===== src/rtl/seg7_scan_decoder_if.sv =====
// Multiplexed seven-segment bus as seen by the scan decoder: segment/strobe
// lines in, per-digit decoded values and the update strobe out.
interface seg7_scan_decoder_if #(
  parameter int unsigned DIGITS = 4
);
  localparam int unsigned IDX_W = (DIGITS > 1) ? $clog2(DIGITS) : 1;

  logic [6:0]          seg_in;
  logic [DIGITS-1:0]   dig_in;
  logic [4*DIGITS-1:0] hex_out;
  logic [DIGITS-1:0]   blank_out;
  logic [DIGITS-1:0]   err_out;
  logic                upd;
  logic [IDX_W-1:0]    upd_idx;

  modport master (
    output seg_in, dig_in,
    input  hex_out, blank_out, err_out, upd, upd_idx
  );

  modport slave (
    input  seg_in, dig_in,
    output hex_out, blank_out, err_out, upd, upd_idx
  );
endinterface


===== src/rtl/seg7_scan_decoder.sv =====
// Samples a multiplexed seven-segment bus, waits for each strobe/segment pair
// to settle and decodes it into a per-digit nibble. Define SEG7_SCAN_SYNC_EN
// for a two-flop input synchronizer; otherwise a single input register is used.
module seg7_scan_decoder #(
  parameter int unsigned DIGITS        = 4,
  parameter int unsigned STABLE_CYCLES = 3
) (
  input  logic                clk,
  input  logic                rst_n,
  seg7_scan_decoder_if.slave  bus
);

  localparam int unsigned IDX_W = (DIGITS > 1) ? $clog2(DIGITS) : 1;
  localparam int unsigned CNT_W = $clog2(STABLE_CYCLES + 1);
  localparam logic [CNT_W-1:0] CNT_ONE = CNT_W'(1);
  localparam logic [CNT_W-1:0] CNT_MAX = CNT_W'(STABLE_CYCLES);

  typedef enum logic [1:0] {ST_WAIT, ST_COUNT, ST_HELD} state_e;
  typedef enum logic [1:0] {PAT_HEX, PAT_BLANK, PAT_ERR} pat_kind_e;

  typedef struct packed {
    pat_kind_e  kind;
    logic [3:0] nibble;
  } pat_dec_t;

  function automatic pat_dec_t decode_seg(input logic [6:0] seg);
    pat_dec_t r;
    r.kind   = PAT_HEX;
    r.nibble = 4'h0;
    case (seg)
      7'h7E: r.nibble = 4'h0;
      7'h30: r.nibble = 4'h1;
      7'h6D: r.nibble = 4'h2;
      7'h79: r.nibble = 4'h3;
      7'h33: r.nibble = 4'h4;
      7'h5B: r.nibble = 4'h5;
      7'h5F: r.nibble = 4'h6;
      7'h70: r.nibble = 4'h7;
      7'h7F: r.nibble = 4'h8;
      7'h7B: r.nibble = 4'h9;
      7'h77: r.nibble = 4'hA;
      7'h1F: r.nibble = 4'hB;
      7'h4E: r.nibble = 4'hC;
      7'h3D: r.nibble = 4'hD;
      7'h4F: r.nibble = 4'hE;
      7'h47: r.nibble = 4'hF;
      7'h00: r.kind   = PAT_BLANK;
      default: r.kind = PAT_ERR;
    endcase
    return r;
  endfunction

  // ---------------------------------------------------------------------------
  // Input stage: produces the sampled pair (s_seg_q, s_dig_q)
  // ---------------------------------------------------------------------------
  logic [6:0]        s_seg_q;
  logic [DIGITS-1:0] s_dig_q;

`ifdef SEG7_SCAN_SYNC_EN
  logic [6:0]        m_seg_q;
  logic [DIGITS-1:0] m_dig_q;

  always_ff @(posedge clk or negedge rst_n) begin
    if (!rst_n) begin
      m_seg_q <= '0;
      m_dig_q <= '0;
      s_seg_q <= '0;
      s_dig_q <= '0;
    end else begin
      // NOTE: non-blocking so the second flop takes the first flop's old value.
      m_seg_q <= bus.seg_in;
      m_dig_q <= bus.dig_in;
      s_seg_q <= m_seg_q;
      s_dig_q <= m_dig_q;
    end
  end
`else
  always_ff @(posedge clk or negedge rst_n) begin
    if (!rst_n) begin
      s_seg_q <= '0;
      s_dig_q <= '0;
    end else begin
      // NOTE: non-blocking so every flop updates from pre-edge values.
      s_seg_q <= bus.seg_in;
      s_dig_q <= bus.dig_in;
    end
  end
`endif

  // Previous sampled pair, used to detect any segment or strobe change.
  logic [6:0]        p_seg_q;
  logic [DIGITS-1:0] p_dig_q;

  always_ff @(posedge clk or negedge rst_n) begin
    if (!rst_n) begin
      p_seg_q <= '0;
      p_dig_q <= '0;
    end else begin
      p_seg_q <= s_seg_q;
      p_dig_q <= s_dig_q;
    end
  end

  logic s_onehot;
  logic s_changed;

  assign s_onehot  = (s_dig_q != '0) && ((s_dig_q & (s_dig_q - 1'b1)) == '0);
  assign s_changed = (s_seg_q != p_seg_q) || (s_dig_q != p_dig_q);

  // ---------------------------------------------------------------------------
  // Settle FSM
  // ---------------------------------------------------------------------------
  state_e           state_q, state_d;
  logic [CNT_W-1:0] cnt_q, cnt_d;
  logic             capture;

  always_ff @(posedge clk or negedge rst_n) begin
    if (!rst_n) begin
      state_q <= ST_WAIT;
      cnt_q   <= '0;
    end else begin
      state_q <= state_d;
      cnt_q   <= cnt_d;
    end
  end

  always_comb begin
    // NOTE: every output of this block gets a default first, so no latch.
    state_d = state_q;
    cnt_d   = cnt_q;
    capture = 1'b0;

    case (state_q)
      ST_WAIT: begin
        if (s_onehot) begin
          state_d = ST_COUNT;
          cnt_d   = CNT_ONE;
        end
      end
      ST_COUNT: begin
        if (!s_onehot) begin
          state_d = ST_WAIT;
          cnt_d   = '0;
        end else if (s_changed) begin
          cnt_d = CNT_ONE;
        end else if (cnt_q != CNT_MAX) begin
          cnt_d = cnt_q + CNT_ONE;
        end
      end
      ST_HELD: begin
        if (s_changed) begin
          if (s_onehot) begin
            state_d = ST_COUNT;
            cnt_d   = CNT_ONE;
          end else begin
            state_d = ST_WAIT;
            cnt_d   = '0;
          end
        end
      end
      default: begin
        state_d = ST_WAIT;
        cnt_d   = '0;
      end
    endcase

    // Reaching the threshold captures the current (stable) pair exactly once.
    if (state_d == ST_COUNT && cnt_d == CNT_MAX) begin
      capture = 1'b1;
      state_d = ST_HELD;
    end
  end

  // ---------------------------------------------------------------------------
  // Capture into the slot selected by the sampled strobe
  // ---------------------------------------------------------------------------
  pat_dec_t         dec;
  logic [IDX_W-1:0] slot_idx;

  assign dec = decode_seg(s_seg_q);

  always_comb begin
    slot_idx = '0;
    for (int i = 0; i < int'(DIGITS); i++) begin
      if (s_dig_q[i]) slot_idx = IDX_W'(i);
    end
  end

  logic [4*DIGITS-1:0] hex_q;
  logic [DIGITS-1:0]   blank_q;
  logic [DIGITS-1:0]   err_q;
  logic                upd_q;
  logic [IDX_W-1:0]    upd_idx_q;

  always_ff @(posedge clk or negedge rst_n) begin
    if (!rst_n) begin
      // NOTE: the slot array must read 0 straight after reset, so it is reset
      // like any other flop rather than left as uninitialised storage.
      hex_q     <= '0;
      blank_q   <= '0;
      err_q     <= '0;
      upd_q     <= 1'b0;
      upd_idx_q <= '0;
    end else begin
      upd_q <= capture;
      if (capture) upd_idx_q <= slot_idx;
      for (int i = 0; i < int'(DIGITS); i++) begin
        if (capture && s_dig_q[i]) begin
          case (dec.kind)
            PAT_HEX: begin
              hex_q[4*i +: 4] <= dec.nibble;
              blank_q[i]      <= 1'b0;
              err_q[i]        <= 1'b0;
            end
            PAT_BLANK: begin
              hex_q[4*i +: 4] <= 4'h0;
              blank_q[i]      <= 1'b1;
              err_q[i]        <= 1'b0;
            end
            default: begin
              // Illegal pattern keeps the last good nibble and raises the flag.
              blank_q[i] <= 1'b0;
              err_q[i]   <= 1'b1;
            end
          endcase
        end
      end
    end
  end

  assign bus.hex_out   = hex_q;
  assign bus.blank_out = blank_q;
  assign bus.err_out   = err_q;
  assign bus.upd       = upd_q;
  assign bus.upd_idx   = upd_idx_q;

endmodule


===== src/flat_wrapper.sv =====
// flat-port wrapper written by rule: the top's interface ports become plain ports
module seg7_scan_decoder_flat 
#(
  parameter int unsigned DIGITS        = 4,
  parameter int unsigned STABLE_CYCLES = 3
)
  (clk, rst_n, bus_seg_in, bus_dig_in, bus_hex_out, bus_blank_out, bus_err_out, bus_upd, bus_upd_idx);
  seg7_scan_decoder_if #(.DIGITS(DIGITS)) bus_i ();
  input  logic clk;
  input  logic rst_n;
  input wire logic [$bits(bus_i.seg_in)-1:0] bus_seg_in;
  input wire logic [$bits(bus_i.dig_in)-1:0] bus_dig_in;
  output wire logic [$bits(bus_i.hex_out)-1:0] bus_hex_out;
  output wire logic [$bits(bus_i.blank_out)-1:0] bus_blank_out;
  output wire logic [$bits(bus_i.err_out)-1:0] bus_err_out;
  output wire logic [$bits(bus_i.upd)-1:0] bus_upd;
  output wire logic [$bits(bus_i.upd_idx)-1:0] bus_upd_idx;
  assign bus_i.seg_in = bus_seg_in;
  assign bus_i.dig_in = bus_dig_in;
  assign bus_hex_out = bus_i.hex_out;
  assign bus_blank_out = bus_i.blank_out;
  assign bus_err_out = bus_i.err_out;
  assign bus_upd = bus_i.upd;
  assign bus_upd_idx = bus_i.upd_idx;
  seg7_scan_decoder #(.DIGITS(DIGITS), .STABLE_CYCLES(STABLE_CYCLES)) u_core (.clk(clk), .rst_n(rst_n), .bus(bus_i));
endmodule

===== config.mk =====
export PLATFORM = sky130hd
export DESIGN_NAME = seg7_scan_decoder_flat
export DESIGN_NICKNAME = d
export VERILOG_FILES = /design/src/rtl/seg7_scan_decoder_if.sv /design/src/rtl/seg7_scan_decoder.sv /design/src/flat_wrapper.sv
export SDC_FILE = /design/constraint.sdc
export NUM_CORES = 1
export LEC_CHECK = 0
export CORE_MARGIN = 2
export CORE_UTILIZATION = 35
export CTS_BUF_LIST = sky130_fd_sc_hd__clkbuf_16
export DETAILED_ROUTE_END_ITERATION = 8
export GPL_TIMING_DRIVEN = 1
export PLACE_DENSITY = 0.6
export SLEW_MARGIN = 10
export SYNTH_ARGS = -nofsm -noshare
export SYNTH_HDL_FRONTEND = slang
export SYNTH_SLANG_ARGS = --single-unit

===== constraint.sdc =====
create_clock -name clk -period 5.4 [get_ports clk]
set_clock_uncertainty 0.2 [all_clocks]
set_input_delay 0.81 -clock clk [delete_from_list [all_inputs] [get_ports clk]]
set_output_delay 0.81 -clock clk [all_outputs]
set_load 0.01 [all_outputs]

=== Word-level counts from Yosys, hierarchy flattened ===
Index checks and enable logic that the tools add are counted.

* $add $sub $neg: 2
* Reduce and logical (&&, ||, !) cells: 19
* Bitwise gates (word level): 1
* Eq/ne operators: 24
* Muxes and demuxes: 21

{| class="wikitable"
|+ Operators with widths
! cell !! count
|-
| $eq A7 B7 Y1 const B || 12
|-
| $pmux W4 S15 || 1
|-
| $mux W2 || 11
|-
| $eq A7 B6 Y1 const B || 3
|-
| $reduce_or A16 Y1 || 1
|-
| $pmux W2 S3 || 2
|-
| $pmux W4 S2 || 1
|-
| $reduce_and A2 Y1 || 4
|-
| $eq A7 B5 Y1 const B || 1
|-
| $logic_not A7 Y1 || 1
|-
| $ne A7 B7 Y1 || 1
|-
| $eq A2 B1 Y1 const B || 3
|-
| $logic_and A1 B1 Y1 || 6
|-
| $mux W1 || 5
|-
| $and A4 B4 Y4 || 1
|-
| $eq A2 B2 Y1 const B || 2
|-
| $logic_not A2 Y1 || 2
|-
| $logic_not A4 Y1 || 1
|-
| $ne A4 B4 Y1 || 1
|-
| $pmux W2 S2 || 1
|-
| $reduce_bool A4 Y1 || 1
|-
| $sub A4 B1 Y4 const B || 1
|-
| $add A2 B1 Y2 const B || 1
|-
| $ne A2 B2 Y1 const B || 1
|-
| 3 further kinds || 3
|}

* Bits of input ports: 13
* Output and inout port bits: 27
* Logic and storage cells: 87
* Bits in registers: 53

=== Longest topological paths before layout ===
* Word-level depth: 12
* Depth in mapped cells: 8
* Gate-level depth less buffers: 6

=== Worst setup path before layout ===
Ideal clock, no wire load.

* Kind: flip-flop to flip-flop
* From: register u_core.s_seg_q[0]
* To: register u_core.hex_q[0] (netlist: u_core.bus.hex_out[0])
* Buffers on the path: 1
* Setup slack: 2.984 ns
* Setup time: 0.128 ns
* Period minus slack after synthesis: 2.416 ns
* Stages on the path, launching flop included: 8
* Arrival time: 2.088 ns
* Required time: 5.072 ns
* Path through: dfrtp_1 -> or4_4 -> nor4_4 -> a31oi_1 -> and3_1 -> clkbuf_1 -> a21oi_2 -> mux2_1

* Word-level cells in the longest chain between the ends: 10
* Elaborated cells between the ends (all ways): 38
* Classes of those cells: eq/ne: 20; mux: 10; reduce/logical: 8

{| class="wikitable"
|+ Ends and longest elaborated chain
! item !! line !! source
|-
| start: declaration || seg7_scan_decoder.sv:56 || <nowiki>logic [6:0] s_seg_q;</nowiki>
|-
| start signal: assignment || seg7_scan_decoder.sv:84 || <nowiki>s_seg_q <= bus.seg_in;</nowiki>
|-
| $ne A7 B7 Y1 || seg7_scan_decoder.sv:108 || <nowiki>assign s_changed = (s_seg_q != p_seg_q) || (s_dig_q != p_dig_q);</nowiki>
|-
| $logic_or A1 B1 Y1 || seg7_scan_decoder.sv:108 ||
|-
| $mux W2 || seg7_scan_decoder.sv:144 || <nowiki>end else if (s_changed) begin</nowiki>
|-
| $mux W2 || seg7_scan_decoder.sv:141 || <nowiki>if (!s_onehot) begin</nowiki>
|-
| $pmux W2 S3 || seg7_scan_decoder.sv:133 || <nowiki>case (state_q)</nowiki>
|-
| $eq A2 B2 Y1 || seg7_scan_decoder.sv:168 || <nowiki>if (state_d == ST_COUNT && cnt_d == CNT_MAX) begin</nowiki>
|-
| $logic_and A1 B1 Y1 || seg7_scan_decoder.sv:168 ||
|-
| $mux W1 || seg7_scan_decoder.sv:168 ||
|-
| $logic_and A1 B1 Y1 || seg7_scan_decoder.sv:208 || <nowiki>if (capture && s_dig_q[i]) begin</nowiki>
|-
| $reduce_and A2 Y1 (no line) || n/a ||
|-
| end signal: indexed assignment || seg7_scan_decoder.sv:211 || <nowiki>hex_q[4*i +: 4] <= dec.nibble;</nowiki>
|-
| end: declaration || seg7_scan_decoder.sv:189 || <nowiki>logic [4*DIGITS-1:0] hex_q;</nowiki>
|}

Several ways; a longest one is shown, not always the timed one.
A chain may end at the register's enable or synchronous reset.

=== Worst setup path after layout ===
Ends and elaborated chain as after synthesis.

==> metrics.csv <==
stage;metric;value;unit
worst_setup_path;r2r_end;u_core.bus.hex_out[0];
final_layout;antenna-diode-count;0;
synth;syn_inst;199;
worst_setup_path;ff2ff_path_depth;6;
power_and_ir_drop;peakVddDrop;0.1174;mV
sta;max_freq;365.0;MHz
synth;synth.distinct_cells;49;
cts;cts_setup_buffers;0;
synth;synth.yosys.seq_area_share;56.32;%
power_and_ir_drop;netSwitchingPower;0.0001869;W
final_layout;drive_gt1_share;11.76;%
synth;synth_area_leaders;dfrtp_1 (56%), xnor2_1 (4.8%), mux2_2 (3.8%);
drt;drt_wl_total;4698;um
floorplanning;fp.coreArea;0.006422;sq mm
worst_setup_path;critPathKind;flop to flop;
sta;finalCritPeriodShare;50.73;%
worst_setup_path;path_max_fanout;13;
sta;hold_viol;0;
power_and_ir_drop;seq_power_share;53.9;%
place;dp.cells;307;
drt;ant_nets;0;
sta;setup_viol;0;
worst_hold_path;hold_end;u_core.bus.hex_out[7];
sta;min_period;2739;ps
synth;synth_top_area_share;56.32;%
final_layout;synthToLayoutAreaGrowth;25.35;%
synth;syn_nets;212;
drt;drcViolationCount;0;
grt;grt_use_total;14.42;%
power_and_ir_drop;powerDensity;267.9;mW/mm^2
floorplanning;die-area;0.007400;sq mm
cts;cts_resized;0;
cts;clock_sinks;53;
floorplanning;fp.dieH;86.03;um
cts;clk-insertion-delay-late;290;ps
synth;synthArstFlopShare;100.0;%
worst_hold_path;min_path_cells;1;
grt;antenna_found_initial;0;
outcome;outcome;complete, no violations;
power_and_ir_drop;combPwrFrac;6.5;%
sta;tightestPinTransition;794.8;ps
place;gp_congestion;0.7865;
sta;relSlewSlack;46.60;%
grt;grt.overflow.total;0;
floorplanning;start_util;36.66;%
grt;grt_pass1_vias;1670;
cts;ctsLongestPathBuffers;2;
worst_setup_path;r2r_slack;2660;ps
worst_setup_path;end_kind;flop;
synth;synth_common_cells;dfrtp_1 (53), nand2_1 (15), xnor2_1 (13), mux2_2 (8), o22a_1 (8);
grt;grt_start_max_net_pins;54;
synth;synth_area;0.002355;sq mm
worst_setup_path;timing.critical_path.arrival;2720;ps
sta;rsz0062_at_grt;false;
floorplanning;die_w;86.03;um
place;dp_hpwl;3309;um
power_and_ir_drop;leakage;1.288;nW
synth;synth_flop_cell;dfrtp_1;
cts;cts.clk_slew.worst_paths;70;ps
cts;cts_made_buffers;5;
cts;cts_htree_levels;2;
cts;cts_tree;yes;
cts;ctsHoldBuffers;0;
floorplanning;fp-row-count;29;
synth;synth-edff-count;0;
synth;ys_ff_latch;53;
drt;vias_per_cell;5.273;
drt;drt_iter0_drc;69;
sta;slew_violations;0;
cts;cts_root_buf;clkbuf_16;
drt;routedWlPerCell;14.91;um
worst_hold_path;hp-class;flop to flop;
worst_setup_path;startpoint_type;flop;
floorplanning;ios;40;
power_and_ir_drop;intPower;0.0006038;W
final_layout;layoutNonFillerInstCount;315;
drt;vias;1661;
power_and_ir_drop;switching_share;23.63;%
worst_setup_path;cp_data_required_time;5380;ps
run;cap_viol_max_count;0;
synth;synth.most_common_cell;dfrtp_1;
final_layout;nNetsFinal;250;
power_and_ir_drop;clkPwrFrac;39.6;%
synth;avgSynthCellArea;11.83;sq um
grt;grt_pass1_wl;8307;um
worst_setup_path;rr_startpoint;u_core.s_seg_q[0];
synth;yosysWarnings;0;
place;port_buffers;39;
sta;timing.setup.tns;0;ps
synth;synth_area_leader_cell;dfrtp_1;
worst_hold_path;min_from;u_core.bus.hex_out[7];
drt;firstDrtPassIters;4;
==> logic make-up after synthesis <==
| logic type | count (synthesis) | synth area share [%] |
|---|---|---|
| AOI/OAI and AO/OA | 46 | 15.78 |
| buffers and inverters | 16 | 2.604 |
| muxes | 12 | 5.739 |
| xor gates and xnor gates | 14 | 5.207 |
| and+or+nand+nor | 58 | 14.35 |
| DFF | 53 | 56.32 |
==> through the flow <==
step	util, %	power (W)	hold WS [ps]	area, sq um	setup WS [ps]
2_1_floorplan	-	0.0004605	151.9	2355	2984
3_3_place_gp	43.74	0.0004857	285.2	2809	2695
3_5_place_dp	43.74	0.0004857	290.0	2809	2655
4_1_cts	45.96	0.0007980	305.2	2952	2643
5_1_grt	45.96	0.0008270	324.4	2952	2474
6_report	45.96	0.0007907	303.5	2952	2661
==> cell type report <==
cell class	instances	area [sq um]
Clock buffer	5	125.1
Clock inverter	3	17.52
Fill cell	601	3471
Inverter	7	26.28
Multi-Input combinational cell	130	967.2
Sequential cell	53	1326
Tap cell	77	96.34
Timing Repair Buffer	40	392.9
==> state kept, by name (all words and copies together), names as in the netlist <==
signal and flops:
u_core.state_q 2, u_core.p_seg_q 7, u_core.bus.blank_out 4, u_core.bus.err_out 4, u_core.bus.hex_out 16, u_core.s_seg_q 7, u_core.s_dig_q 4, u_core.bus.upd 1
u_core.bus.upd_idx 2, u_core.cnt_q 2, u_core.p_dig_q 4
==> cell usage in the layout, fill, tap and decap left out, drive strengths merged, types with 4 or more instances in the layout <==
cell	count
nor3	4
nand3	6
o21ai	6
xnor2	13
inv	9
nor2	7
nand2	15
clkdlybuf4s50	38
nand4	4
clkbuf	5
o22a	8
a21oi	7
a2bb2oi	4
mux2	12
dfrtp	53
==> how the worst max path moves through the flow <==
| stage | start | endpoint | slack [ps] | depth (start not counted) |
|---|---|---|---|---|
| final | u_core.s_seg_q[0] | u_core.bus.hex_out[0] | 2660 | 6 |
| after global routing | u_core.s_seg_q[4] | u_core.bus.hex_out[0] | 2470 | 6 |
| after CTS | u_core.s_seg_q[0] | u_core.bus.hex_out[0] | 2640 | 6 |
| after global placement | u_core.s_seg_q[0] | u_core.bus.hex_out[0] | 2690 | 6 |
| after floorplan | u_core.s_seg_q[0] | u_core.bus.hex_out[0] | 2980 | 7 |
| after detailed placement | u_core.s_seg_q[0] | u_core.bus.hex_out[0] | 2650 | 6 |
==> metal layers <==
metal,global-route usage [%],part of all wire (%)
met1,19.58,47
met2,21.85,47
met3,4.331,4.8
met4,5.195,1.4
met5,0,0
==> power groups by stage <==
stage | Clock, W | Sequential, W | Combinational, W
after floorplan | 0 | 0.000423 | 0.0000373
after global placement | 0 | 0.000433 | 0.0000523
after detailed placement | 0 | 0.000433 | 0.0000524
after CTS | 0.000320 | 0.000426 | 0.0000525
after global routing | 0.000340 | 0.000428 | 0.0000590
final | 0.000313 | 0.000426 | 0.0000514
==> critical path, cell delays in order, from the launching register on <==
cell and delay, ps:
dfrtp_1 530, or4_4 630, nor4_4 240, a31oi_1 110, and3_1 300, a21oi_2 260
mux2_1 340
(Power assumes the default switching activity.)
